[src/rtl/icache_refill.sv]
// Instruction-cache refill engine: fetches a block one word at a time, critical word first,
// wrapping inside the block, and hands the assembled block back with a one-cycle ready pulse.
module icache_refill #(
    parameter int unsigned BLOCK_SIZE = 1,
    parameter int unsigned XLEN       = 32
) (
    input  logic                     i_clk,
    input  logic                     i_rst,
    input  logic                     i_DataReq,
    input  logic [XLEN-1:0]          i_MemAddr,
    output logic [BLOCK_SIZE*32-1:0] o_DataBlock,
    output logic                     o_MemReady,
    output logic                     o_MemRd,
    output logic [XLEN-1:0]          o_MemRdAddr,
    input  logic                     i_MemAck,
    input  logic [31:0]              i_MemRdData,
    output logic                     o_Busy
);

    localparam int unsigned M  = $clog2(BLOCK_SIZE);
    localparam int unsigned OW = (M > 0) ? M : 1;

    localparam logic [XLEN-1:0] OFF_MASK  = XLEN'(BLOCK_SIZE * 4 - 1);
    localparam logic [OW-1:0]   SLOT_MASK = OW'(BLOCK_SIZE - 1);
    localparam logic [OW-1:0]   LAST      = OW'(BLOCK_SIZE - 1);

    typedef enum logic [1:0] {StIdle, StFetch, StDone} state_e;

    state_e                  state;
    logic [XLEN-1:0]         base;
    logic [OW-1:0]           start;
    logic [OW-1:0]           count;
    logic [XLEN-1:0]         rd_addr;
    logic [BLOCK_SIZE*32-1:0] block;

    logic [XLEN-1:0] req_base;
    logic [OW-1:0]   req_start;
    logic [OW-1:0]   slot;
    logic [OW-1:0]   next_slot;

    // Masking with SLOT_MASK keeps the offset inside the block (and at 0 when BLOCK_SIZE=1).
    always_comb begin
        req_base  = i_MemAddr & ~OFF_MASK;
        req_start = OW'(i_MemAddr >> 2) & SLOT_MASK;
        slot      = (start + count) & SLOT_MASK;
        next_slot = (start + count + 1'b1) & SLOT_MASK;
    end

    always_ff @(posedge i_clk or negedge i_rst) begin
        if (!i_rst) begin
            state   <= StIdle;
            base    <= '0;
            start   <= '0;
            count   <= '0;
            rd_addr <= '0;
            block   <= '0;
        end else begin
            unique case (state)
                StIdle: begin
                    if (i_DataReq) begin
                        base    <= req_base;
                        start   <= req_start;
                        count   <= '0;
                        rd_addr <= req_base | (XLEN'(req_start) << 2);
                        state   <= StFetch;
                    end
                end
                StFetch: begin
                    if (i_MemAck) begin
                        block[32*int'(slot) +: 32] <= i_MemRdData;
                        count   <= count + 1'b1;
                        rd_addr <= base | (XLEN'(next_slot) << 2);
                        if (count == LAST) begin
                            state <= StDone;
                        end
                    end
                end
                StDone: begin
                    state <= StIdle;
                end
                default: begin
                    state <= StIdle;
                end
            endcase
        end
    end

    always_comb begin
        o_MemRd     = (state == StFetch);
        o_MemReady  = (state == StDone);
        o_Busy      = (state != StIdle);
        o_MemRdAddr = rd_addr;
        o_DataBlock = block;
    end

endmodule

[config.mk]
export PLATFORM = sky130hd
export DESIGN_NAME = icache_refill
export DESIGN_NICKNAME = d
export VERILOG_FILES = /design/src/rtl/icache_refill.sv
export SDC_FILE = /design/constraint.sdc
export NUM_CORES = 1
export LEC_CHECK = 0
export ABC_CLOCK_PERIOD_IN_PS = 2850
export BUFFER_PORTS_ARGS = -buffer_cell sky130_fd_sc_hd__buf_4
export CAP_MARGIN = 20
export CORE_ASPECT_RATIO = 0.7
export CORE_MARGIN = 1
export CORE_UTILIZATION = 40
export CTS_CLUSTER_SIZE = 25
export DETAILED_ROUTE_END_ITERATION = 7
export PLACE_DENSITY = 0.66
export RECOVER_POWER = 50
export SKIP_LAST_GASP = 1
export SLEW_MARGIN = 0
export SYNTH_ARGS = -nofsm -noshare
export SYNTH_HDL_FRONTEND = slang
export SYNTH_SLANG_ARGS = --single-unit
[constraint.sdc]
create_clock -name i_clk -period 2.85 [get_ports i_clk]
set_clock_uncertainty 0.05 [all_clocks]
set_input_delay 0.4275 -clock i_clk [delete_from_list [all_inputs] [get_ports i_clk]]
set_output_delay 0.4275 -clock i_clk [all_outputs]
set_load 0.1 [all_outputs]
==> metrics.md, run 1 <==
| Metric | Value |
|---|---|
| Run status | finished clean |
| Distinct cells, synth | 18 |
| Max-cap violations | 0 |
| CTS Root Cell | clkbuf_16 |
| Synth Area per Inst | 17.0 um2 |
| Worst setup SP type | flip-flop |
| Clock Sinks | 95 |
| WL final | 7.81 mm |
| H-tree depth | 3 |
| Fmax | 421 MHz |
| Synth warnings | 0 |
| Critical path class | reg2out |
| Post-CTS setup buffers | 0 |
| Iter 0 DRT Violations | 80 |
| Layout area overhead | 30.6% |
| Largest net degree at the start of global routing | 51 |
| Worst-Margin Slew | 1.19 ns |
| Tmin final | 2.38 ns |
| CTS Hold Bufs | 1 |
| Clock-pin slew on the worst setup and hold paths | 0.06 ns |
| Setup violators final | 0 |
| Sequential fraction of the synthesis area | 0.565 |
| Rows | 30 |
| Hold WC Path Type | in2reg |
| Port-buffer cells | 130 |
| Hold Crit Start | i_MemAddr[6] |
| Mapped Area | 4200 um2 |
| Number of fill cells | 859 |
| Post-DP HPWL | 5.44 mm |
| Die height | 87.8 um |
| DIE AREA | 10,900 um2 |
| TNS Setup | 0 ns |
| Fin. Hold Viols | 0 |
| Fin crit share | 0.834 |
| Final max-slew violation count | 0 |
| Endpoint class of the critical path | output port |
| First-pass GRT wire length | 13.0 mm |
| CTS tree | yes |
| Total GRT Usage | 0.155 |
| Antenna cells | 0 |
| Reg2Reg Setup Slack | 0.63 ns |
| Crit path largest cell delay | 0.49 ns |
| WP buf/inv | 2 |
| Fraction of layout cells with a size suffix above 1 | 0.636 |
| Initial Utilization | 0.423 |
| Vias in the first global route | 2,601 |
| Horiz. Die Dim | 125 um |
| Drt first pass iters | 2 |
| Area after DPL | 5280 um2 |
| Cell Chain, Critical Path | nor2b_4, buf_12, buf_4 |
| Seq cells post-synth | 95 |
| Critical Path RT | 2.37 ns |
| Via/cell ratio | 4.75 |
| DR WL/cell | 15.2 um |
| Residual DRC | 0 |
| Worst-case clock buffer depth | 2 |
| Post-Synthesis Cells | 247 |
| Inserted Clock Buffers | 9 |
| Fin area | 5490 um2 |
| Io pins | 135 |
| Unrepaired setup endpoints after global routing | no |
| Crit path launch | state[1] |
| Crit-path slowest cell | nor2b_4 |
| Resize count post-CTS | 0 |
| Initial antenna violation count | 0 |
| Gpl congestion | 0.668 |
| Critical path peak fanout | 21 |
| Vias post-DR | 2,435 |
| GRT overflow | 0 |
| FF-to-FF Start | state[1] |
| Critical Path AT | 1.90 ns |
| Nets | 448 |
| Kind of cell adding the most delay to the critical path | buffers and inverters |
| Core Area | 9950 um2 |
| Post-route ant nets | 0 |
| Clock latency on the worst-skew pair | 0.34 ns |
| Max-slew headroom | 0.209 |
metrics by stage:
step / instances / worst slack, ns / utilization / hold WS, ns
5_1_grt: 513 / 0.352 / 0.552 / 0.249
3_3_place_gp: 496 / 0.657 / 0.531 / 0.267
2_1_floorplan: 248 / 1.01 / - / 0.0819
3_5_place_dp: 496 / 0.605 / 0.531 / 0.269
4_1_cts: 513 / 0.422 / 0.564 / 0.253
6_report: 513 / 0.473 / 0.552 / 0.269
cell families (layout without fill, tap and decap cells):
group,after synthesis,in the layout,synth area share
AOI/OAI and AO/OA,4,4,0.00476
and+or+nand+nor,7,7,0.0116
muxes,123,123,0.379
buffers and inverters,17,154,0.0381
DFF,95,95,0.565
other,1,2,0.000892
worst register-to-register path: stages (launching register included):
cell and delay (ns):
dfrtp_1 0.47, nor2b_4 0.49, nand2_2 0.60, mux2_2 0.49
cells in the mapped netlist:
cell type	number	area share
buf_8	3	0.011
buf_6	3	0.0080
nor2b_4	1	0.0033
nand2_2	1	0.0015
inv_1	2	0.0018
mux2_2	64	0.17
and2b_2	1	0.0021
nor2_2	1	0.0015
mux2i_1	1	0.0024
o21ai_0	4	0.0048
mux2_4	56	0.20
clkbuf_8	1	0.0033
mux2_1	2	0.0054
or2_2	1	0.0015
dfrtp_1	95	0.57
buf_4	8	0.014
conb_1	1	0.00089
nor2_1	2	0.0018
path summary, 6_finish.rpt:
path,to,cells after the start
max reg2reg,o_DataBlock[13],3
max in group asynchronous,o_DataBlock[8],3
min in group asynchronous,o_MemRdAddr[15],2
min reg2reg,state[1],1
max,o_MemRd,3
min,base[6],2
state kept, by name, indices dropped and copies added (netlist names):
signal       cells
state            2
base            30
o_DataBlock     32
o_MemRdAddr     30
count            1
layout by cell type (no fill, tap or decap), types with 3 or more instances in the layout:
cell       netlist  routed
buf_12           0       3
o21ai_0          4       4
dfrtp_1         95      95
mux2_2          64      64
clkbuf_1         0      32
buf_4            8      99
clkbuf_16        0       9
clkinv_2         0       3
mux2_4          56      56
layout make-up:
class                      instances  area [um2]  area share
timing repair buffer             136         938       0.171
sequential                        95        2380       0.433
clock buffer                      10         239      0.0435
clock inverter                     6        83.8      0.0153
inverter                           2        7.51     0.00137
tap                              128         160      0.0292
multi-input combinational        136        1680       0.307
layer usage:
metal | wire, um | track usage | up-vias
met5 | 0 | 0 | -
met1 | 3590 | 0.197 | 1215
met2 | 3530 | 0.237 | 77
met4 | 115 | 0.0559 | 0
met3 | 571 | 0.0690 | 11
li1 | - | - | 1132
Power of run 1 is not shown: default switching activity piles up to over one toggle a cycle in this logic, so the estimate is an artifact.
==> run 2: changes to the inputs <==
--- a/config.mk
+++ b/config.mk
@@ -5,7 +5,7 @@
 export SDC_FILE = /design/constraint.sdc
 export NUM_CORES = 1
 export LEC_CHECK = 0
-export ABC_CLOCK_PERIOD_IN_PS = 2850
+export ABC_CLOCK_PERIOD_IN_PS = 2100
 export BUFFER_PORTS_ARGS = -buffer_cell sky130_fd_sc_hd__buf_4
 export CAP_MARGIN = 20
 export CORE_ASPECT_RATIO = 0.7
@@ -13,7 +13,7 @@
 export CORE_UTILIZATION = 40
 export CTS_CLUSTER_SIZE = 25
 export DETAILED_ROUTE_END_ITERATION = 7
-export PLACE_DENSITY = 0.66
+export PLACE_DENSITY = 0.69
 export RECOVER_POWER = 50
 export SKIP_LAST_GASP = 1
 export SLEW_MARGIN = 0
==> constraint.sdc (replaced) <==
create_clock -name i_clk -period 2.1 [get_ports i_clk]
set_clock_uncertainty 0.05 [all_clocks]
set_input_delay 0.315 -clock i_clk [delete_from_list [all_inputs] [get_ports i_clk]]
set_output_delay 0.315 -clock i_clk [all_outputs]
set_load 0.1 [all_outputs]
==> metrics.md, run 2 (synthesis gave the netlist of run 1 again) <==
| Metric | Value |
|---|---|
| Run status | finished clean |
| Tmin final | 1.97 ns |
| Post-DP HPWL | 5.83 mm (+7.1%) |
| Kind of cell adding the most delay to the critical path | buffers and inverters |
| Final Util | 0.554 (+0.00226) |
| Critical path class | reg2out |
| DIE AREA | 10,900 um2 (unchanged) |
| FF-to-FF path depth | 4 (+1) |
| Total GRT Usage | 0.159 (+0.00402) |
| CTS tree | yes |
| Gpl congestion | 0.649 (-2.9%) |
| Iter 0 DRT Violations | 84 (+5.0%) |
| Critical Path RT | 1.74 ns (-0.63 ns) |
| Layout area overhead | 31.1% |
| Hold WC Path Type | in2reg |
| Crit path largest cell delay | 0.46 ns (-0.03 ns) |
| Max-cap violations | 0 (unchanged) |
| Cell Chain, Critical Path | nor2b_4, buf_6, buf_4 |
| Fin crit share | 0.940 |
| Number of flip-flops in the largest register | 32 (unchanged) |
| FF-to-FF Start | state[1] |
| Endpoint class of the critical path | output port |
| Fraction of layout cells with a size suffix above 1 | 0.717 (+0.0809) |
| Vias in the first global route | 2,693 (+3.5%) |
| CTS Root Cell | clkbuf_16 |
| Inserted Clock Buffers | 9 (unchanged) |
| Port-buffer cells | 130 (unchanged) |
| Critical path peak fanout | 19 (-9.5%) |
| Post-route ant nets | 0 (unchanged) |
| Clock-pin slew on the worst setup and hold paths | 0.07 ns (about the same) |
| Io pins | 135 (unchanged) |
| Via/cell ratio | 4.76 (+0.20%) |
| Reg2Reg Setup Slack | 0.21 ns (-0.42 ns) |
| Fmax | 506 MHz |
| First-pass GRT wire length | 13.5 mm (+3.5%) |
| Nets | 452 (+0.89%) |
| Worst-case clock buffer depth | 2 (unchanged) |
| H-tree depth | 3 (unchanged) |
| Clock Sinks | 95 (unchanged) |
| GRT overflow | 0 (unchanged) |
| Initial Utilization | 0.423 (unchanged) |
| Crit-path slowest cell | dfrtp_1 |
| Core Area | 9950 um2 (unchanged) |
| Critical Path AT | 1.61 ns (-0.29 ns) |
| WP buf/inv | 2 (unchanged) |
| Fin. Hold Viols | 0 (unchanged) |
| Die height | 87.8 um (unchanged) |
| Setup violators final | 0 (unchanged) |
| Drt first pass iters | 3 (+1) |
| Worst-Margin Slew | 0.936 ns (-0.255 ns) |
| Initial antenna violation count | 0 (unchanged) |
| FF-to-FF End | o_DataBlock[21] |
| Commonest non-fill, non-tap cell in the layout | buf_4 |
| Vias post-DR | 2,459 (+0.99%) |
| Rows | 30 (unchanged) |
| TNS Setup | 0 ns (unchanged) |
| Worst setup SP type | flip-flop |
| Final max-slew violation count | 0 (unchanged) |
| Antenna cells | 0 (unchanged) |
| Largest net degree at the start of global routing | 39 (-24%) |
| Most frequent cells in the layout | buf_4 (103), dfrtp_1 (95), mux2_2 (64), mux2_4 (56), clkbuf_2 (33) |
| Hold Crit Start | i_MemRdData[31] |
| Hold endpoint | o_DataBlock[31] |
| DR WL/cell | 15.8 um (+4.0%) |
| Horiz. Die Dim | 125 um (unchanged) |
| Worst hold stages | 2 (unchanged) |
| Post-CTS setup buffers | 0 (unchanged) |
| WL final | 8.18 mm (+4.8%) |
| Residual DRC | 0 (unchanged) |
| Max-slew headroom | 0.376 (+0.167) |
| Unrepaired setup endpoints after global routing | no |
| Clock latency on the worst-skew pair | 0.33 ns (about the same) |
## run 2: what timing repair did
item	CTS	global route
setup endpoints to repair	1	0
gates resized for setup	1	0
hold endpoints to repair	35	0
hold buffers	1	0
## run 2: worst max path at each step
stage	from	end	slack, ns	cells after the start
2_1_floorplan	state[1]	base[10]	0.26	4
3_3_place_gp	state[1]	o_MemRdAddr[20]	0.38	4
3_5_place_dp	state[1]	o_MemRdAddr[22]	0.33	4
4_1_cts	state[1]	o_MemRd	0.08	3
5_1_grt	i_rst	o_DataBlock[28]	0.06	3
6_report	state[1]	o_MemRd	0.13	3
## run 2: final cells by class
class	instances	area [um2]
Sequential cell	95	2380
Inverter	2	7.51
Timing Repair Buffer	140	1000
Multi-Input combinational cell	136	1680
Clock inverter	4	30.0
Tap cell	128	160
Clock buffer	12	256
Fill cell	834	4440
## run 2: per-layer routing
layer | routed length [um] | vias up | GRT usage | part of all wire
li1 | - | 1143 | - | -
met1 | 3640 | 1231 | 0.198 | 0.44
met2 | 3910 | 74 | 0.258 | 0.48
met3 | 542 | 11 | 0.0629 | 0.066
met4 | 97 | 0 | 0.0493 | 0.012
met5 | 0 | - | 0 | 0
## run 2: through the flow
stage | setup slack [ns] | hold WS, ns | area (um2) | instances
finish | 0.125 | 0.155 | 5510 | 517
global route | 0.0580 | 0.140 | 5510 | 517
CTS | 0.0791 | 0.141 | 5600 | 517
detailed placement | 0.333 | 0.256 | 5300 | 500
global placement | 0.378 | 0.261 | 5300 | 500
floorplan | 0.261 | -0.0306 | 4210 | 248
Power of run 2 is left out for the same reason.
==> run 3: changes to the inputs <==
--- a/config.mk
+++ b/config.mk
@@ -8,12 +8,14 @@
 export ABC_CLOCK_PERIOD_IN_PS = 2100
 export BUFFER_PORTS_ARGS = -buffer_cell sky130_fd_sc_hd__buf_4
 export CAP_MARGIN = 20
+export CELL_PAD_IN_SITES_DETAIL_PLACEMENT = 1
+export CELL_PAD_IN_SITES_GLOBAL_PLACEMENT = 2
 export CORE_ASPECT_RATIO = 0.7
 export CORE_MARGIN = 1
-export CORE_UTILIZATION = 40
+export CORE_UTILIZATION = 31
 export CTS_CLUSTER_SIZE = 25
 export DETAILED_ROUTE_END_ITERATION = 7
-export PLACE_DENSITY = 0.69
+export PLACE_DENSITY = 0.76
 export RECOVER_POWER = 50
 export SKIP_LAST_GASP = 1
 export SLEW_MARGIN = 0
==> metrics.md, run 3 (synthesis gave the netlist of run 1 again) <==
| Metric | Value |
|---|---|
| Max-slew headroom | 0.554 (+0.178) |
| Initial Utilization | 0.319 (-0.104) |
| Final max-slew violation count | 0 (unchanged) |
| Initial antenna violation count | 0 (unchanged) |
| Worst slack at placement | 0.326 ns (-0.00728 ns) |
| Critical Path RT | 1.74 ns (about the same) |
| Vias in the first global route | 2,797 (+3.9%) |
| Commonest non-fill, non-tap cell in the layout | buf_4 |
| Iter 0 DRT Violations | 74 (-12%) |
| Largest net degree at the start of global routing | 45 (+15%) |
| Critical path peak fanout | 17 (-2) |
| Worst-Margin Slew | 0.669 ns (-0.267 ns) |
| Total GRT Usage | 0.137 (-0.0224) |
| Io pins | 135 (unchanged) |
| Run status | finished clean |
| Clock Sinks | 95 (unchanged) |
| Nets | 451 (-0.22%) |
| Max-cap violations | 0 (unchanged) |
| Number of flip-flops in the largest register | 32 (unchanged) |
| First-pass GRT wire length | 14.8 mm (+9.7%) |
| Antenna cells | 0 (unchanged) |
| Gpl congestion | 0.628 (-3.2%) |
| Vias post-DR | 2,520 (+2.5%) |
| Post-CTS setup buffers | 0 (unchanged) |
| Critical Path AT | 1.63 ns (+0.02 ns) |
| Fin area | 5590 um2 (+1.5%) |
| Hold WC Path Type | in2reg |
| Most frequent cells in the layout | buf_4 (99), dfrtp_1 (95), mux2_2 (64), mux2_4 (56), clkbuf_2 (34) |
| Fin. Hold Viols | 0 (unchanged) |
| WL final | 8.99 mm (+9.9%) |
| Die height | 99.4 um (+13%) |
| Tmin final | 2.00 ns (+0.0214 ns) |
| Setup violators final | 0 (unchanged) |
| Critical path class | reg2out |
| Post-DP HPWL | 6.52 mm (+12%) |
| Inserted Clock Buffers | 9 (unchanged) |
| Via/cell ratio | 4.40 (-7.5%) |
| H-tree depth | 3 (unchanged) |
| Fraction of layout cells with a size suffix above 1 | 0.722 (+0.00443) |
| Final worst slack | 0.104 ns (-0.0214 ns) |
| Fin crit share | 0.951 (+0.0102) |
| DR WL/cell | 15.7 um (-0.87%) |
| Drt first pass iters | 4 (+1) |
| TNS Setup | 0 ns (unchanged) |
| Worst-case clock buffer depth | 2 (unchanged) |
| Residual DRC | 0 (unchanged) |
| Rows | 35 (+17%) |
| Core Area | 13,200 um2 (+33%) |
| Worst setup SP type | flip-flop |
| Fmax | 501 MHz (-1.1%) |
| Number of fill cells | 1,346 (+61%) |
| Clock latency on the worst-skew pair | 0.33 ns (about the same) |
| Endpoint class of the critical path | output port |
| Horiz. Die Dim | 141 um (+13%) |
| Unrepaired setup endpoints after global routing | no |
| Port-buffer cells | 130 (unchanged) |
| Clock-pin slew on the worst setup and hold paths | 0.07 ns (about the same) |
| CTS Root Cell | clkbuf_16 |
| DIE AREA | 14,000 um2 (+28%) |
| Post-route ant nets | 0 (unchanged) |
| Final Util | 0.424 (-0.130) |
| GRT overflow | 0 (unchanged) |
| Area after DPL | 5390 um2 (+1.7%) |
| CTS tree | yes |
| Layout area overhead | 33.1% |
## run 3: changes by cell type in the layout (fill, tap and decap cells not counted), sizes merged
cell | before | now
inv | 2 | 4
clkinvlp | 1 | 0
buf | 106 | 103
clkbuf | 45 | 46
## run 3: per-stage QoR
stage	hold WS (ns)	instances
finish	0.154	573
global route	0.136	573
CTS	0.142	573
detailed placement	0.208	556
global placement	0.203	556
floorplan	-0.0306	248
## run 3: worst paths after layout
path	to	startpoint	cells past startpoint	slack (ns)
max	o_MemRd	state[1]	3	0.10
min	o_DataBlock[12]	i_MemRdData[12]	2	0.15
max reg2reg	o_MemRdAddr[24]	state[1]	4	0.33
min reg2reg	state[1]	count	1	0.43
max in group asynchronous	o_DataBlock[8]	i_rst	3	0.38
min in group asynchronous	o_MemRdAddr[13]	i_rst	2	0.49
## run 3: repair_timing
action	CTS	global route
setup endpoints to repair	1	0
hold endpoints to repair	25	0
gates resized for setup	1	0
hold buffers	1	0
## run 3: final cells by class
| cell class | count | area (um2) | area share |
|---|---|---|---|
| flip-flops and latches | 95 | 2380 | 0.425 |
| clock buffers | 11 | 253 | 0.0452 |
| clock inverters | 5 | 40.0 | 0.00716 |
| well taps | 185 | 231 | 0.0414 |
| multi-input cells | 136 | 1680 | 0.301 |
| inverters | 2 | 7.51 | 0.00134 |
| repair buffers | 139 | 1000 | 0.179 |
## run 3: routing by layer
layer  share of wire  GRT usage
met1            0.45      0.174
met2            0.47      0.218
met5               0          0
met4           0.011     0.0401
met3           0.066     0.0501
## run 3: worst max-delay path, cell delays in order, from the launching register on
cell     delay (ns)
dfrtp_1        0.46
nor2b_4        0.20
buf_4          0.35
buf_6          0.28
Power of run 3 is left out for the same reason.
